### config.mk
export PLATFORM = sky130hd
export DESIGN_NAME = reg_file_scoreboard
export DESIGN_NICKNAME = d
export VERILOG_FILES = /design/src/rtl/reg_file_scoreboard.sv
export SDC_FILE = /design/constraint.sdc
export NUM_CORES = 1
export LEC_CHECK = 0
export ABC_CLOCK_PERIOD_IN_PS = 2600
export BUFFER_PORTS_ARGS = -buffer_cell sky130_fd_sc_hd__buf_2
export CAP_MARGIN = 20
export CORE_MARGIN = 1.5
export CORE_UTILIZATION = 54
export DETAILED_ROUTE_END_ITERATION = 10
export PLACE_DENSITY = 0.84
export SYNTH_ARGS = -nofsm -noshare
export SYNTH_HDL_FRONTEND = slang
export SYNTH_SLANG_ARGS = --single-unit
### constraint.sdc
create_clock -name clk -period 2.6 [get_ports clk]
set_input_delay 0.13 -clock clk [delete_from_list [all_inputs] [get_ports clk]]
set_output_delay 0.13 -clock clk [all_outputs]
set_load 0.005 [all_outputs]
### src/rtl/reg_file_scoreboard.sv
// Architectural-state self-check engine: scans NUM_REGS entries and compares actual against
// expected values under a per-bit mask, reporting error count, first mismatch and pass/fail.
module reg_file_scoreboard #(
    parameter int unsigned NUM_REGS = 38,
    parameter int unsigned DATA_W   = 34,
    parameter int unsigned IDX_W    = 6,
    parameter int unsigned READ_LAT = 1,
    parameter int unsigned CNT_W    = 6
) (
    input  logic              clk,
    input  logic              rstb,
    input  logic              start,
    input  logic              stop_on_err,
    input  logic [DATA_W-1:0] cmp_mask,
    output logic              rd_en,
    output logic [IDX_W-1:0]  rd_idx,
    input  logic [DATA_W-1:0] act_data,
    input  logic [DATA_W-1:0] exp_data,
    output logic              busy,
    output logic              done,
    output logic              pass,
    output logic [CNT_W-1:0]  err_count,
    output logic              err_valid,
    output logic [IDX_W-1:0]  first_err_idx,
    output logic [DATA_W-1:0] first_err_act,
    output logic [DATA_W-1:0] first_err_exp
);

    typedef enum logic [1:0] {StIdle, StIssue, StDrain, StDone} state_e;

    localparam logic [IDX_W-1:0] LastIdx = IDX_W'(NUM_REGS - 1);

    state_e            state_q;
    logic              stop_mode_q;
    logic [DATA_W-1:0] mask_q;
    logic              halted_q;
    logic              pipe_v_q   [READ_LAT];
    logic [IDX_W-1:0]  pipe_idx_q [READ_LAT];

    logic             cmp_valid;
    logic             mismatch;
    logic [CNT_W-1:0] cnt_inc;
    logic             in_flight;

    always_comb begin
        // Once halted, returns still in the pipe are drained but never compared.
        cmp_valid = pipe_v_q[READ_LAT-1] && !halted_q;
        mismatch  = cmp_valid && (((act_data ^ exp_data) & mask_q) != '0);
        cnt_inc   = (err_count == '1) ? err_count : err_count + CNT_W'(1);
        // Anything that will still occupy the pipe after the coming edge.
        in_flight = rd_en;
        for (int i = 0; i < int'(READ_LAT) - 1; i++) begin
            in_flight = in_flight | pipe_v_q[i];
        end
    end

    always_ff @(posedge clk) begin
        if (!rstb) begin
            state_q       <= StIdle;
            stop_mode_q   <= 1'b0;
            mask_q        <= '0;
            halted_q      <= 1'b0;
            rd_en         <= 1'b0;
            rd_idx        <= '0;
            busy          <= 1'b0;
            done          <= 1'b0;
            pass          <= 1'b0;
            err_count     <= '0;
            err_valid     <= 1'b0;
            first_err_idx <= '0;
            first_err_act <= '0;
            first_err_exp <= '0;
            for (int i = 0; i < int'(READ_LAT); i++) begin
                pipe_v_q[i]   <= 1'b0;
                pipe_idx_q[i] <= '0;
            end
        end else begin
            pipe_v_q[0]   <= rd_en;
            pipe_idx_q[0] <= rd_idx;
            for (int i = 1; i < int'(READ_LAT); i++) begin
                pipe_v_q[i]   <= pipe_v_q[i-1];
                pipe_idx_q[i] <= pipe_idx_q[i-1];
            end
            done <= 1'b0;

            if (mismatch) begin
                err_count <= cnt_inc;
                if (!err_valid) begin
                    err_valid     <= 1'b1;
                    first_err_idx <= pipe_idx_q[READ_LAT-1];
                    first_err_act <= act_data;
                    first_err_exp <= exp_data;
                end
            end

            unique case (state_q)
                StIdle: begin
                    if (start) begin
                        stop_mode_q   <= stop_on_err;
                        mask_q        <= cmp_mask;
                        halted_q      <= 1'b0;
                        err_count     <= '0;
                        err_valid     <= 1'b0;
                        first_err_idx <= '0;
                        first_err_act <= '0;
                        first_err_exp <= '0;
                        pass          <= 1'b0;
                        busy          <= 1'b1;
                        rd_en         <= 1'b1;
                        rd_idx        <= '0;
                        state_q       <= StIssue;
                    end
                end
                StIssue: begin
                    if (mismatch && stop_mode_q) begin
                        rd_en    <= 1'b0;
                        halted_q <= 1'b1;
                        state_q  <= StDrain;
                    end else if (rd_idx == LastIdx) begin
                        rd_en   <= 1'b0;
                        state_q <= StDrain;
                    end else begin
                        rd_idx <= rd_idx + IDX_W'(1);
                    end
                end
                StDrain: begin
                    if (mismatch && stop_mode_q) begin
                        halted_q <= 1'b1;
                    end
                    if (!in_flight) begin
                        state_q <= StDone;
                        done    <= 1'b1;
                        busy    <= 1'b0;
                        pass    <= !mismatch && (err_count == '0);
                    end
                end
                StDone: begin
                    state_q <= StIdle;
                end
                default: begin
                    state_q <= StIdle;
                end
            endcase
        end
    end

endmodule
==> results.tsv, run 1 <==
stage	metric	value	unit
timing	Final Skew	9.606	ps
logic_synthesis	Most used DFF post-synth	dfxtp_1	
drt	WL final	20680	um
global_route	Total GRT Usage	0.3805	
timing	setup TNS	0	ps
drt	vias per cell	5.776	
cells_and_area	Ant. Diodes	0	
critical_path	worst path required time	2960	ps
power	Leak	3.621	nW
die	initial core utilization	0.5501	
place	placed cell areas	0.006659	mm^2
logic_synthesis	warnings from Yosys	0	
global_route	pin count of the biggest net entering global routing	88	
cells_and_area	final instance area	0.008234	mm^2
timing	Final Max Tran Viols	0	
logic_synthesis	flip-flop and latch count after synthesis	136	
power	peak supply drop	0.5521	mV
clocking	maximum root-to-sink buffer count	2	
timing	count of final setup violators	0	
drt	WL per Instance	18.48	um
timing	Tmin final	2293	ps
clocking	H-tree Lvls	4	
drt	wire length on met2	9954	um
logic_synthesis	net count after synthesis	804	
critical_path	Setup crit end kind	flip-flop	
flow_run	Max-Cap Viols	0	
critical_path	Critical Path AT	2650	ps
place	gpl congestion	0.8663	
cells_and_area	P&R area growth vs syn	46.96	%
clocking	clk sink count	136	
die	die area	0.01100	mm^2
timing	fmax	436.2	MHz
logic_synthesis	Cells after Synth	691	
drt	Post-route DRC	0	
place	I/O Buffers	196	
drt	DR vias	6463	
die	Core Area	0.01018	mm^2
logic_synthesis	register area share after synthesis	0.4859	
clocking	Clock transition at path regs	60	ps
timing	worst rel slew slack	0.5507	
cells_and_area	layout cells sized above 1	0.2391	
critical_path	critical path peak fanout	78	
global_route	first-pass GRT wire length	32730	um
cells_and_area	commonest non-fill, non-tap cell in the layout	buf_2	
logic_synthesis	Distinct cells, synth	42	
cells_and_area	post-layout net count	1084	
critical_path	Setup crit start kind	input pin	
drt	met3 WL	1878	um
global_route	initial antenna violation count	0	
die	row count	37	
run_status	outcome	finished, final reports clean	
drt	Iter 0 DRT Violations	697	
global_route	grt total ovfl	0	
worst_hold_path	Hold Crit Class	in2reg	
logic_synthesis	share of synthesized flip-flops with an asynchronous set or reset	0	
logic_synthesis	Post-synth EDFFs	0	
clocking	Worst-Skew Late Latency	520	ps
timing	Worst-Margin Slew	673.9	ps
drt	DRT Pass-1 Iters	5	
clocking	Num CTS Buffers	17	
global_route	number of global-route vias before repair	6241	
drt	Routed Antenna Nets	0	
power	power per cell area	761.3	mW/mm^2
place	HPWL after DPL	10880	um
timing	RSZ-0062 raised after global routing	no	
cells_and_area	most frequent cells in the layout	196 x buf_2, 166 x nand2_1, 136 x dfxtp_1, 104 x dlygate4sd3_1, 83 x nand3_1	
drt	met1 WL	7691	um
clocking	CTS tree	yes	
critical_path	CP Class	in2reg	
clocking	Post-CTS Resized	0	
die	die height	104.9	um
drt	top layer used by detailed routing	met4	
logic_synthesis	Syn Std Cell Area	0.005603	mm^2
clocking	postcts setup bufs	0	
logic_synthesis	Synth Area per Inst	8.108	um^2
timing	final hold vios	0	
clocking	CTS Root Buffer Type	clkbuf_8	
timing	final worst-path cycle share	0.8817	
die	Chip Width	104.9	um
die	Ports	197	
==> routing by layer <==
metal | up-vias | global-route usage
li1 | 2926 | -
met1 | 2979 | 0.4344
met2 | 445 | 0.6275
met3 | 113 | 0.1160
met4 | 0 | 0.2231
met5 | - | 0
==> cells by family after synthesis <==
group,after synthesis,synth area share
AND/OR/NAND/NOR,289,0.2285
AO/OA/AOI/OAI,161,0.1617
flip-flops,136,0.4859
buffers and inverters,58,0.04444
XOR/XNOR,34,0.05315
adder cells (fa/ha/maj),7,0.01563
multiplexers,6,0.01072
==> sequential cells by signal, summed over array words and instances, names as in the netlist, 2 cells and up <==
signal / flops
err_count: 6
first_err_act: 34
first_err_exp: 34
first_err_idx: 6
mask_q: 34
pipe_idx_q: 6
rd_idx: 6
state_q: 2
==> power by group <==
| part | switching [mW] | internal (mW) |
|---|---|---|
| registers | 0.141 | 2.30 |
| logic | 1.01 | 0.594 |
| clock network | 0.877 | 1.35 |
| total | 2.03 | 4.24 |
==> through the flow <==
step	hold WS [ps]	std cells	power (mW)	setup WS, ps	util
2_1_floorplan	260.4	691	3.384	840.6	-
3_3_place_gp	370.7	984	3.829	559.4	0.6538
3_5_place_dp	375.8	984	3.863	554.3	0.6538
4_1_cts	27.89	1119	6.152	528.4	0.8085
5_1_grt	72.65	1119	6.526	135.1	0.8085
6_report	43.90	1119	6.268	307.5	0.8085
==> worst paths after layout <==
| check | start | end | slack [ps] | cells after the start |
|---|---|---|---|---|
| min | start | busy | 40 | 4 |
| min reg2reg | pipe_idx_q[0][1] | first_err_idx[1] | 440 | 2 |
| max reg2reg | state_q[0] | first_err_act[3] | 450 | 7 |
| max | exp_data[25] | first_err_exp[12] | 310 | 9 |
==> repair_timing <==
action                                  CTS  global route
hold buffers                            104             0
endpoints found under the hold margin   108             0
endpoints found under the setup margin    0             0
==> cells in the mapped netlist, types with 4 or more instances <==
library cell | instances | area share
nand3_1 | 83 | 0.074
buf_2 | 7 | 0.0063
or3_1 | 4 | 0.0045
mux2i_1 | 6 | 0.011
nor2_1 | 8 | 0.0054
nand4_1 | 5 | 0.0056
dfxtp_1 | 136 | 0.49
nand2_1 | 166 | 0.11
clkbuf_1 | 29 | 0.019
buf_1 | 8 | 0.0054
xor2_1 | 34 | 0.053
inv_1 | 10 | 0.0067
and3_1 | 5 | 0.0056
a22oi_1 | 17 | 0.023
a21oi_1 | 47 | 0.042
and2_1 | 7 | 0.0078
o21ai_1 | 25 | 0.022
ha_1 | 7 | 0.016
o21ai_0 | 56 | 0.050
==> worst max-delay path: stages <==
cell and delay, ps:
dlygate4sd3_1 530, buf_2 140, xor2_1 170, a22oi_1 260, nand4_1 180, nor3_4 350
a211oi_4 130, buf_12 230, o21ai_0 480
==> layout make-up <==
class,count,area [um^2]
inverters,11,41.29
fillers,573,1951
repair buffers,308,2120
well taps,136,170.2
multi-input cells,497,2646
clock buffers,21,429.2
clock inverters,10,105.1
flip-flops and latches,136,2723
Note: power is estimated with default switching activity, not from simulation.
==> inputs of run 2 (changes only) <==
--- a/config.mk
+++ b/config.mk
@@ -12,6 +12,7 @@
 export CORE_UTILIZATION = 54
 export DETAILED_ROUTE_END_ITERATION = 10
 export PLACE_DENSITY = 0.84
+export RECOVER_POWER = 50
 export SYNTH_ARGS = -nofsm -noshare
 export SYNTH_HDL_FRONTEND = slang
 export SYNTH_SLANG_ARGS = --single-unit
==> run 2 against run 1 <==
Global-route usage stayed put. Largest cell class unchanged. Worst hold slack better by 2.2 ps. Highest routed layer unchanged. Utilization is 0.64 points lower. Count of clock-buffer cells in the layout stayed put. Final cell count stayed put. First-iteration DRC count is 7.9% lower.
==> results.tsv, run 2 (same netlist as run 1, synthesis figures left out) <==
stage	metric	value	unit	change
run_status	outcome	finished, final reports clean		unchanged
critical_path	Setup crit start kind	input pin		unchanged
global_route	Total GRT Usage	0.3805		unchanged
critical_path	CP Class	in2reg		unchanged
critical_path	R2R Setup Slk	440	ps	was 450 ps
power	peak supply drop	0.5527	mV	was 0.5521 mV
critical_path	cell depth of the worst flop-to-flop path	6		was 7
timing	final worst-path cycle share	0.8844		was 0.8817
power	power per cell area	766.1	mW/mm^2	was 761.3 mW/mm^2
timing	Final Max Tran Viols	0		unchanged
clocking	Worst-Skew Late Latency	520	ps	about the same
critical_path	worst reg2reg path startpoint	state_q[0]		unchanged
place	placed cell areas	0.006659	mm^2	unchanged
place	I/O Buffers	196		unchanged
drt	Post-route DRC	0		unchanged
timing	worst hold slack	46.13	ps	was 43.90 ps
cells_and_area	fillcell total	614		was 573
global_route	number of global-route vias before repair	6241		unchanged
drt	Iter 0 DRT Violations	642		was 697
clocking	maximum root-to-sink buffer count	2		unchanged
power	Final Power	6.258	mW	was 6.268 mW
power	Gate power share	0.255		was 0.256
flow_run	Max-Cap Viols	0		unchanged
cells_and_area	most frequent cells in the layout	166 x nand2_1, 146 x buf_2, 136 x dfxtp_1, 104 x dlygate4sd3_1, 83 x nand3_1		was 196 x buf_2, 166 x nand2_1, 136 x dfxtp_1, 104 x dlygate4sd3_1, 83 x nand3_1
cells_and_area	post-layout net count	1084		unchanged
clocking	Num CTS Buffers	17		unchanged
die	row count	37		unchanged
critical_path	Critical Path AT	2660	ps	was 2650 ps
clocking	CTS Root Buffer Type	clkbuf_8		unchanged
die	die height	104.9	um	unchanged
die	Core Area	0.01018	mm^2	unchanged
global_route	pin count of the biggest net entering global routing	88		unchanged
cells_and_area	biggest regs	first_err_act: 34 flops, first_err_exp: 34 flops, mask_q: 34 flops		unchanged
timing	Worst-Margin Slew	847.7	ps	was 673.9 ps
power	clock share of power	0.355		about the same
die	Chip Width	104.9	um	unchanged
drt	WL per Instance	18.61	um	was 18.48 um
drt	vias per cell	5.758		was 5.776
power	Flop pwr share	0.390		was 0.389
drt	WL final	20820	um	was 20680 um
clocking	Post-CTS Resized	0		unchanged
worst_hold_path	Hold Crit Class	in2reg		unchanged
clocking	postcts setup bufs	0		unchanged
timing	final hold vios	0		unchanged
critical_path	Setup crit end kind	flip-flop		unchanged
cells_and_area	commonest non-fill, non-tap cell in the layout	nand2_1		was buf_2
clocking	H-tree Lvls	4		unchanged
place	HPWL after DPL	10880	um	unchanged
timing	Tmin final	2299	ps	was 2293 ps
worst_hold_path	Cells on Worst Hold Path	4		unchanged
worst_hold_path	worst hold start	start		unchanged
place	gpl congestion	0.8663		unchanged
cells_and_area	post-layout util	0.8021		was 0.8085
global_route	first-pass GRT wire length	32730	um	unchanged
drt	Routed Antenna Nets	0		unchanged
cells_and_area	P&R area growth vs syn	45.80	%	was 46.96%
critical_path	Reg-to-Reg End	err_count[2]		was first_err_act[3]
die	die area	0.01100	mm^2	unchanged
clocking	hold buffer count at cts	104		unchanged
timing	worst rel slew slack	0.4348		was 0.5507
global_route	grt total ovfl	0		unchanged
worst_hold_path	Hold EP	busy		unchanged
critical_path	critical path peak fanout	78		unchanged
clocking	CTS tree	yes		unchanged
timing	count of final setup violators	0		unchanged
timing	setup TNS	0	ps	unchanged
timing	fmax	434.9	MHz	was 436.2 MHz
timing	RSZ-0062 raised after global routing	no		unchanged
power	Pint	4.223	mW	was 4.239 mW
cells_and_area	Ant. Diodes	0		unchanged
power	sw frac	0.3252		was 0.3237
drt	DR vias	6443		was 6463
power	P_sw	2.035	mW	was 2.029 mW
cells_and_area	layout cells sized above 1	0.1882		was 0.2391
die	Ports	197		unchanged
critical_path	worst path required time	2960	ps	about the same
cells_and_area	final instance area	0.008169	mm^2	was 0.008234 mm^2
clocking	clk sink count	136		unchanged
timing	Final Skew	8.217	ps	was 9.606 ps
clocking	Clock transition at path regs	60	ps	about the same
die	initial core utilization	0.5501		unchanged
drt	DRT Pass-1 Iters	6		was 5
power	Leak	3.399	nW	was 3.621 nW
global_route	initial antenna violation count	0		unchanged
## run 2: worst max-delay path, cell delays in order
cell           delay (ps)
dlygate4sd3_1         570
buf_2                 150
xor2_1                180
a22oi_1               210
nand4_1               120
nor2_1                390
a211oi_4              150
buf_12                230
o21ai_0               480
## run 2: how the worst max path moves through the flow
stage | slack (ps) | from | depth (start not counted) | end
after floorplan | 840 | state_q[0] | 8 | err_count[5]
after global placement | 560 | act_data[25] | 8 | rd_idx[4]
after detailed placement | 550 | exp_data[17] | 8 | rd_idx[5]
after CTS | 530 | exp_data[17] | 9 | rd_idx[4]
after global routing | 140 | exp_data[9] | 9 | first_err_exp[12]
final | 300 | exp_data[24] | 9 | first_err_exp[12]
## run 2: routing by layer
metal / wire (um) / share of wire / global-route usage / up-vias
met4: 1151 / 0.055 / 0.2231 / 0
met2: 10010 / 0.48 / 0.6275 / 416
met5: 0 / 0 / 0 / -
met1: 7707 / 0.37 / 0.4344 / 2990
met3: 1955 / 0.094 / 0.1160 / 105
li1: - / - / - / 2932
## run 2: cell type report
cell class / count / area, um^2 / area share
clock buffer: 21 / 429.2 / 0.05253
timing repair buffer: 308 / 2054 / 0.2515
inverter: 11 / 41.29 / 0.005054
clock inverter: 10 / 105.1 / 0.01287
sequential: 136 / 2723 / 0.3333
multi-input combinational: 497 / 2646 / 0.3239
tap: 136 / 170.2 / 0.02083
## run 2: per-stage QoR
stage	setup WS [ps]	instances
after CTS	528.4	1119
after detailed placement	554.3	984
final	300.7	1119
after global routing	135.1	1119
after global placement	559.4	984
after floorplan	840.6	691
## run 2: power groups by stage
stage | clock network [mW] | logic [mW] | registers (mW)
3_3_place_gp | 0 | 1.38 | 2.45
4_1_cts | 2.20 | 1.53 | 2.42
3_5_place_dp | 0 | 1.40 | 2.46
5_1_grt | 2.32 | 1.73 | 2.46
2_1_floorplan | 0 | 0.936 | 2.45
6_report | 2.22 | 1.59 | 2.44
